===== src/rtl/uart_bus_scheduler.sv =====
`timescale 1ns/1ps
// Purpose: arbitrates two TX requesters and one RX consumer onto the single peripheral_uart register bus.
// Latency: grant to first strobe is 1 cycle; each access is HOLD strobe cycles plus one GAP cycle.
// Backpressure: reqN_ready pulses only in IDLE when the byte is taken; accesses are never aborted mid-strobe.
//
// Ports:
//   clk, rst                      system clock, synchronous active-high reset
//   req0/1_valid, _data, _ready   TX byte handshake (ready is a one-cycle accept pulse)
//   rx_en                         level: keep the receiver armed and collect bytes
//   rx_valid, rx_data             one-cycle pulse with received byte; rx_data holds the last byte
//   sched_busy                    high whenever the scheduler is not idle
//   uart_cs/rd/wr/addr/wdata      peripheral bus strobes, address and write data
//   uart_rdata                    peripheral read data, sampled in the GAP cycle
module uart_bus_scheduler #(
  parameter int HOLD     = 5,
  parameter int POLL_GAP = 16
) (
  input  logic        clk,
  input  logic        rst,
  input  logic        req0_valid,
  input  logic [7:0]  req0_data,
  output logic        req0_ready,
  input  logic        req1_valid,
  input  logic [7:0]  req1_data,
  output logic        req1_ready,
  input  logic        rx_en,
  output logic        rx_valid,
  output logic [7:0]  rx_data,
  output logic        sched_busy,
  output logic        uart_cs,
  output logic        uart_rd,
  output logic        uart_wr,
  output logic [3:0]  uart_addr,
  output logic [15:0] uart_wdata,
  input  logic [15:0] uart_rdata
);

  localparam int CNT_MAX = (HOLD > POLL_GAP) ? HOLD : POLL_GAP;
  localparam int CW      = $clog2(CNT_MAX + 1);
  // Access phase counter: 0..HOLD-1 strobe, HOLD is the GAP cycle.
  localparam logic [CW-1:0] GAP_IDX   = CW'(HOLD);
  localparam logic [CW-1:0] WAIT_LAST = CW'(POLL_GAP - 1);

  localparam logic [3:0] ADDR_TX_DATA  = 4'h0;
  localparam logic [3:0] ADDR_TX_START = 4'h8;
  localparam logic [3:0] ADDR_STATUS   = 4'hC;
  localparam logic [3:0] ADDR_RX_ARM   = 4'hA;
  localparam logic [3:0] ADDR_RX_DATA  = 4'h2;

  typedef enum logic [3:0] {
    IDLE     = 4'd0,
    TX_LOAD  = 4'd1,
    TX_START = 4'd2,
    TX_WAIT  = 4'd3,
    TX_POLL  = 4'd4,
    RX_ARM   = 4'd5,
    RX_WAIT  = 4'd6,
    RX_POLL  = 4'd7,
    RX_READ  = 4'd8
  } state_e;

  state_e          state_q, state_d;
  logic [CW-1:0]   cnt_q, cnt_d;
  logic            armed_q, armed_d;
  logic            last_grant_q, last_grant_d;
  logic [7:0]      tx_byte_q, tx_byte_d;
  logic [7:0]      rx_data_q, rx_data_d;

  logic any_req;
  logic grant_sel;
  logic strobe_phase;
  logic gap_phase;
  logic stat_tx_busy;
  logic stat_rx_busy;
  logic unused_rdata_hi;

  assign any_req      = req0_valid | req1_valid;
  // Both valid: the one not granted last wins; otherwise whichever is valid.
  assign grant_sel    = (req0_valid && req1_valid) ? ~last_grant_q : req1_valid;
  assign strobe_phase = (cnt_q < GAP_IDX);
  assign gap_phase    = (cnt_q == GAP_IDX);
  assign stat_tx_busy = uart_rdata[0];
  assign stat_rx_busy = uart_rdata[1];
  assign unused_rdata_hi = ^uart_rdata[15:8];

  // State register
  always_ff @(posedge clk) begin
    if (rst) begin
      state_q      <= IDLE;
      cnt_q        <= '0;
      armed_q      <= 1'b0;
      last_grant_q <= 1'b1;
      tx_byte_q    <= 8'h00;
      rx_data_q    <= 8'h00;
    end else begin
      state_q      <= state_d;
      cnt_q        <= cnt_d;
      armed_q      <= armed_d;
      last_grant_q <= last_grant_d;
      tx_byte_q    <= tx_byte_d;
      rx_data_q    <= rx_data_d;
    end
  end

  // Next-state logic
  always_comb begin
    state_d      = state_q;
    cnt_d        = cnt_q;
    armed_d      = armed_q;
    last_grant_d = last_grant_q;
    tx_byte_d    = tx_byte_q;
    rx_data_d    = rx_data_q;

    case (state_q)
      IDLE: begin
        cnt_d = '0;
        if (any_req) begin
          last_grant_d = grant_sel;
          tx_byte_d    = grant_sel ? req1_data : req0_data;
          state_d      = TX_LOAD;
        end else if (rx_en && !armed_q) begin
          state_d = RX_ARM;
        end else if (armed_q) begin
          state_d = RX_WAIT;
        end
      end

      TX_LOAD, TX_START, TX_POLL, RX_ARM, RX_POLL, RX_READ: begin
        if (!gap_phase) begin
          cnt_d = cnt_q + CW'(1);
        end else begin
          cnt_d = '0;
          case (state_q)
            TX_LOAD:  state_d = TX_START;
            TX_START: state_d = TX_WAIT;
            TX_POLL:  state_d = stat_tx_busy ? TX_WAIT : IDLE;
            RX_ARM: begin
              armed_d = 1'b1;
              state_d = RX_WAIT;
            end
            RX_POLL: begin
              if (!stat_rx_busy) begin
                state_d = RX_READ;
              end else if (any_req) begin
                // TX preempts a pending receive; receiver stays armed.
                state_d = IDLE;
              end else begin
                state_d = RX_WAIT;
              end
            end
            RX_READ: begin
              rx_data_d = uart_rdata[7:0];
              armed_d   = 1'b0;
              state_d   = IDLE;
            end
            default: state_d = IDLE;
          endcase
        end
      end

      TX_WAIT, RX_WAIT: begin
        if (cnt_q == WAIT_LAST) begin
          cnt_d = '0;
          if (state_q == TX_WAIT) begin
            state_d = TX_POLL;
          end else if (!rx_en) begin
            armed_d = 1'b0;
            state_d = IDLE;
          end else begin
            state_d = RX_POLL;
          end
        end else begin
          cnt_d = cnt_q + CW'(1);
        end
      end

      default: begin
        cnt_d   = '0;
        state_d = IDLE;
      end
    endcase
  end

  // Output logic
  always_comb begin
    uart_cs    = 1'b0;
    uart_rd    = 1'b0;
    uart_wr    = 1'b0;
    uart_addr  = 4'h0;
    uart_wdata = 16'h0000;
    if (strobe_phase) begin
      case (state_q)
        TX_LOAD: begin
          uart_cs    = 1'b1;
          uart_wr    = 1'b1;
          uart_addr  = ADDR_TX_DATA;
          uart_wdata = {8'h00, tx_byte_q};
        end
        TX_START: begin
          uart_cs   = 1'b1;
          uart_wr   = 1'b1;
          uart_addr = ADDR_TX_START;
        end
        TX_POLL, RX_POLL: begin
          uart_cs   = 1'b1;
          uart_rd   = 1'b1;
          uart_addr = ADDR_STATUS;
        end
        RX_ARM: begin
          uart_cs   = 1'b1;
          uart_rd   = 1'b1;
          uart_addr = ADDR_RX_ARM;
        end
        RX_READ: begin
          uart_cs   = 1'b1;
          uart_rd   = 1'b1;
          uart_addr = ADDR_RX_DATA;
        end
        default: ;
      endcase
    end
  end

  // Grants are suppressed while rst is high so no byte is reported accepted during reset.
  assign req0_ready = (state_q == IDLE) && !rst && any_req && !grant_sel;
  assign req1_ready = (state_q == IDLE) && !rst && any_req && grant_sel;
  assign sched_busy = (state_q != IDLE);
  assign rx_valid   = (state_q == RX_READ) && gap_phase;
  // The byte is only sampled at the end of the GAP cycle, so forward it during the pulse.
  assign rx_data    = rx_valid ? uart_rdata[7:0] : rx_data_q;

endmodule


===== config.mk =====
export PLATFORM = sky130hd
export DESIGN_NAME = uart_bus_scheduler
export DESIGN_NICKNAME = d
export VERILOG_FILES = /design/src/rtl/uart_bus_scheduler.sv
export SDC_FILE = /design/constraint.sdc
export NUM_CORES = 1
export LEC_CHECK = 0
export BUFFER_PORTS_ARGS = -buffer_cell sky130_fd_sc_hd__buf_2
export CAP_MARGIN = 20
export CORE_ASPECT_RATIO = 1.5
export CORE_UTILIZATION = 51
export DETAILED_ROUTE_END_ITERATION = 8
export PLACE_DENSITY_LB_ADDON = 0.25
export SYNTH_ARGS = -nofsm -noshare
export SYNTH_HDL_FRONTEND = slang
export SYNTH_SLANG_ARGS = --single-unit

===== constraint.sdc =====
create_clock -name clk -period 4 [get_ports clk]
set_input_delay 0.2 -clock clk [delete_from_list [all_inputs] [get_ports clk]]
set_output_delay 0.2 -clock clk [all_outputs]
set_load 0.02 [all_outputs]

==> results.cfg <==
[timing]
worstMarginPinSlew_ns = 0.6447
min_period_ns = 2.214
hold_viol_final = 0
worst_hold_slack_ns = 0.2532
slew_headroom_pct = 56.86
slew_violations = 0
fin_skew_ns = 0.003156
fin_crit_sh_pct = 55.36
rsz0062_at_grt = no
finalSetupViolCount = 0
setup-tns-final_ns = 0
fmax_mhz = 451.6

[final_layout]
finalCoreUtilization_pct = 62.93
final_area_mm2 = 0.001988
drive_above_1_share_pct = 28.34
fillers = 301
diodes = 0
syn2layout_area_growth_pct = 16.24
layout_commonest_cell = buf_2
multi_input_area_mm2 = 0.001049
final_cell_mix = buf_2 (54), dfxtp_1 (27), nor2_1 (21), nor2b_1 (15)
register_area_um2 = 540.5
nNetsFinal = 289

[run]
cap_viol_max_count = 0

[detailed_routing]
drtPass1Iterations = 4
route.detailed.wl_per_inst_um = 12.00
via_per_inst = 5.296
drc_errors = 0
drt-initial-drc-count = 27
antenna_left = 0
vias = 1520
wirelength_um = 3444

[worst_hold_path]
whs_endpoint = state_q[3]
worstHoldPathCells = 4
hold_path_startpoint = uart_rdata[1]
hold_path.class = in -> reg

[setup_path]
crit_path_start_kind = flip-flop
path_max_fanout = 13
worstPathArrival_ns = 2.01
reg2regPathDepth = 5
ff2ff_setup_slack_ns = 1.90
crit_type = reg -> out
crit_path_end_kind = output pin
r2r-end = state_q[2]
cp.required_ns = 3.80
slowest_delay_ns = 0.59
crit_chain = nor4b_4 -> nand2_2 -> mux2_1 -> buf_2
cp_slowest_cell = dfxtp_1
timing.rr.start = state_q[2]

[yosys]
yosysTopAreaCellShare_pct = 31.60
ys_warn_count = 0
syn_area_mm2 = 0.001710
ys_seq_area_share_pct = 31.60
synth_ff_type = dfxtp_1
synthDistinctLibCells = 48
synthCells = 199
synth_edf_count = 0
async_reset_ff_share_pct = 0
syn_area_per_cell_um2 = 8.595
synthTopCellsByArea = dfxtp_1 (32%), nor2b_1 (5.5%), mux2i_1 (5.3%)
synth-seq-cells = 27
yosys.area.top_type = dfxtp_1

[floorplanning]
io_pins = 72
die_w_um = 49.29
fp.coreArea_mm2 = 0.003159
rows = 25
initial_core_util_pct = 54.14
dieHeight_um = 72.93
dieArea_mm2 = 0.003594

[clocking]
clockRootBuffer = clkbuf_8
cts_setup_buffers = 0
path_clk_slew_ns = 0.09
cts_resized = 0
cts_tree = built
cts_hold_buf = 0
clock-sinks = 27
htreeDepth = 1
clkLatencyLatePin_ns = 0.27
numCtsBuffers = 3
clk_path_buf_depth = 2

[global_route]
grt_overflow = 0
antenna_found_initial = 0
grt_max_degree = 31
grt_pass1_wl_um = 5775
grt_pass1_vias = 1374
grt_usage_pct = 20.23

[power_and_ir_drop]
totalPowerFinal_mw = 1.060
p_leak_nw = 0.9362
peakVddDrop_mv = 0.3911
power.density_mw_per_mm2 = 533.2

[outcome]
status = finished, final reports clean

[placement]
placed_area_mm2 = 0.001936
hpwl_um = 2642
gp_congestion = 0.7990
port_buffers = 54
## state kept, by name, summed over array words and instances (netlist names)
signal        count
rx_data_q         8
last_grant_q      1
state_q           4
cnt_q             5
tx_byte_q         8
armed_q           1
## stage by stage
stage | worst slack, ns | std cells
after floorplan | 2.123 | 207
after global placement | 1.960 | 282
after detailed placement | 1.951 | 282
after CTS | 1.768 | 286
after global routing | 1.639 | 287
final | 1.786 | 287
## where the power goes
part           switching, mW  leakage, nW  internal (mW)
Combinational          0.305        0.693          0.211
Clock                 0.0828       0.0228         0.0713
Sequential            0.0677        0.221          0.322
Total                  0.456        0.936          0.604
## cell type report
type | instances | share of cell area [%]
multi-input cells | 154 | 52.74
flip-flops and latches | 27 | 27.19
repair buffers | 55 | 13.97
well taps | 40 | 2.517
clock buffers | 4 | 2.266
inverters | 7 | 1.322
## critical path, delay by kind of cell (launching register included)
| family | cells | cell delay (ns) |
|---|---|---|
| mux | 1 | 0.37 |
| buf+inv | 1 | 0.17 |
| flops | 1 | 0.59 |
| simple gates | 2 | 0.62 |
## logic make-up after synthesis
logic type / count (synthesis) / share of synthesized area (%)
AOI/OAI and AO/OA: 35 / 14.63
xor gates and xnor gates: 4 / 2.049
adders and majority gates: 4 / 2.926
buffers and inverters: 26 / 8.851
DFF: 27 / 31.60
muxes: 18 / 11.41
other: 1 / 0.2192
and+or+nand+nor: 84 / 28.31
## worst max-delay path by stage
| stage | start | to | slack (ns) | cells past startpoint |
|---|---|---|---|---|
| floorplan | state_q[3] | req1_ready | 2.12 | 4 |
| global placement | state_q[2] | state_q[2] | 1.96 | 5 |
| detailed placement | state_q[2] | state_q[2] | 1.95 | 5 |
| CTS | state_q[3] | rx_data[3] | 1.77 | 4 |
| global route | state_q[2] | uart_cs | 1.64 | 5 |
| finish | state_q[3] | rx_data[4] | 1.79 | 4 |
## synthesized netlist by cell type (2+ instances only)
library cell / instances
dfxtp_1: 27
nor2_1: 21
nor2b_1: 15
a211oi_1: 10
and2_1: 10
buf_4: 9
mux2i_1: 9
nand3_1: 8
inv_1: 7
nand2b_1: 6
o21ai_0: 6
mux2_1: 5
buf_2: 4
clkbuf_1: 4
ha_1: 4
nand2_1: 4
nor4_1: 4
a21oi_1: 3
and3_1: 3
mux2_2: 3
nor3_1: 3
a31oi_1: 2
a32oi_1: 2
buf_6: 2
nand2_2: 2
o31ai_1: 2
xnor2_1: 2
xor2_1: 2
## metal layers
metal  routed length, um  GRT usage (%)  part of all wire, %
met4                  52          8.497                  1.5
met2                1846          38.66                   54
met3                 125          2.708                  3.6
met5                   0              0                    0
met1                1419          21.79                   41
Note: power is estimated with default switching activity, not from simulation.
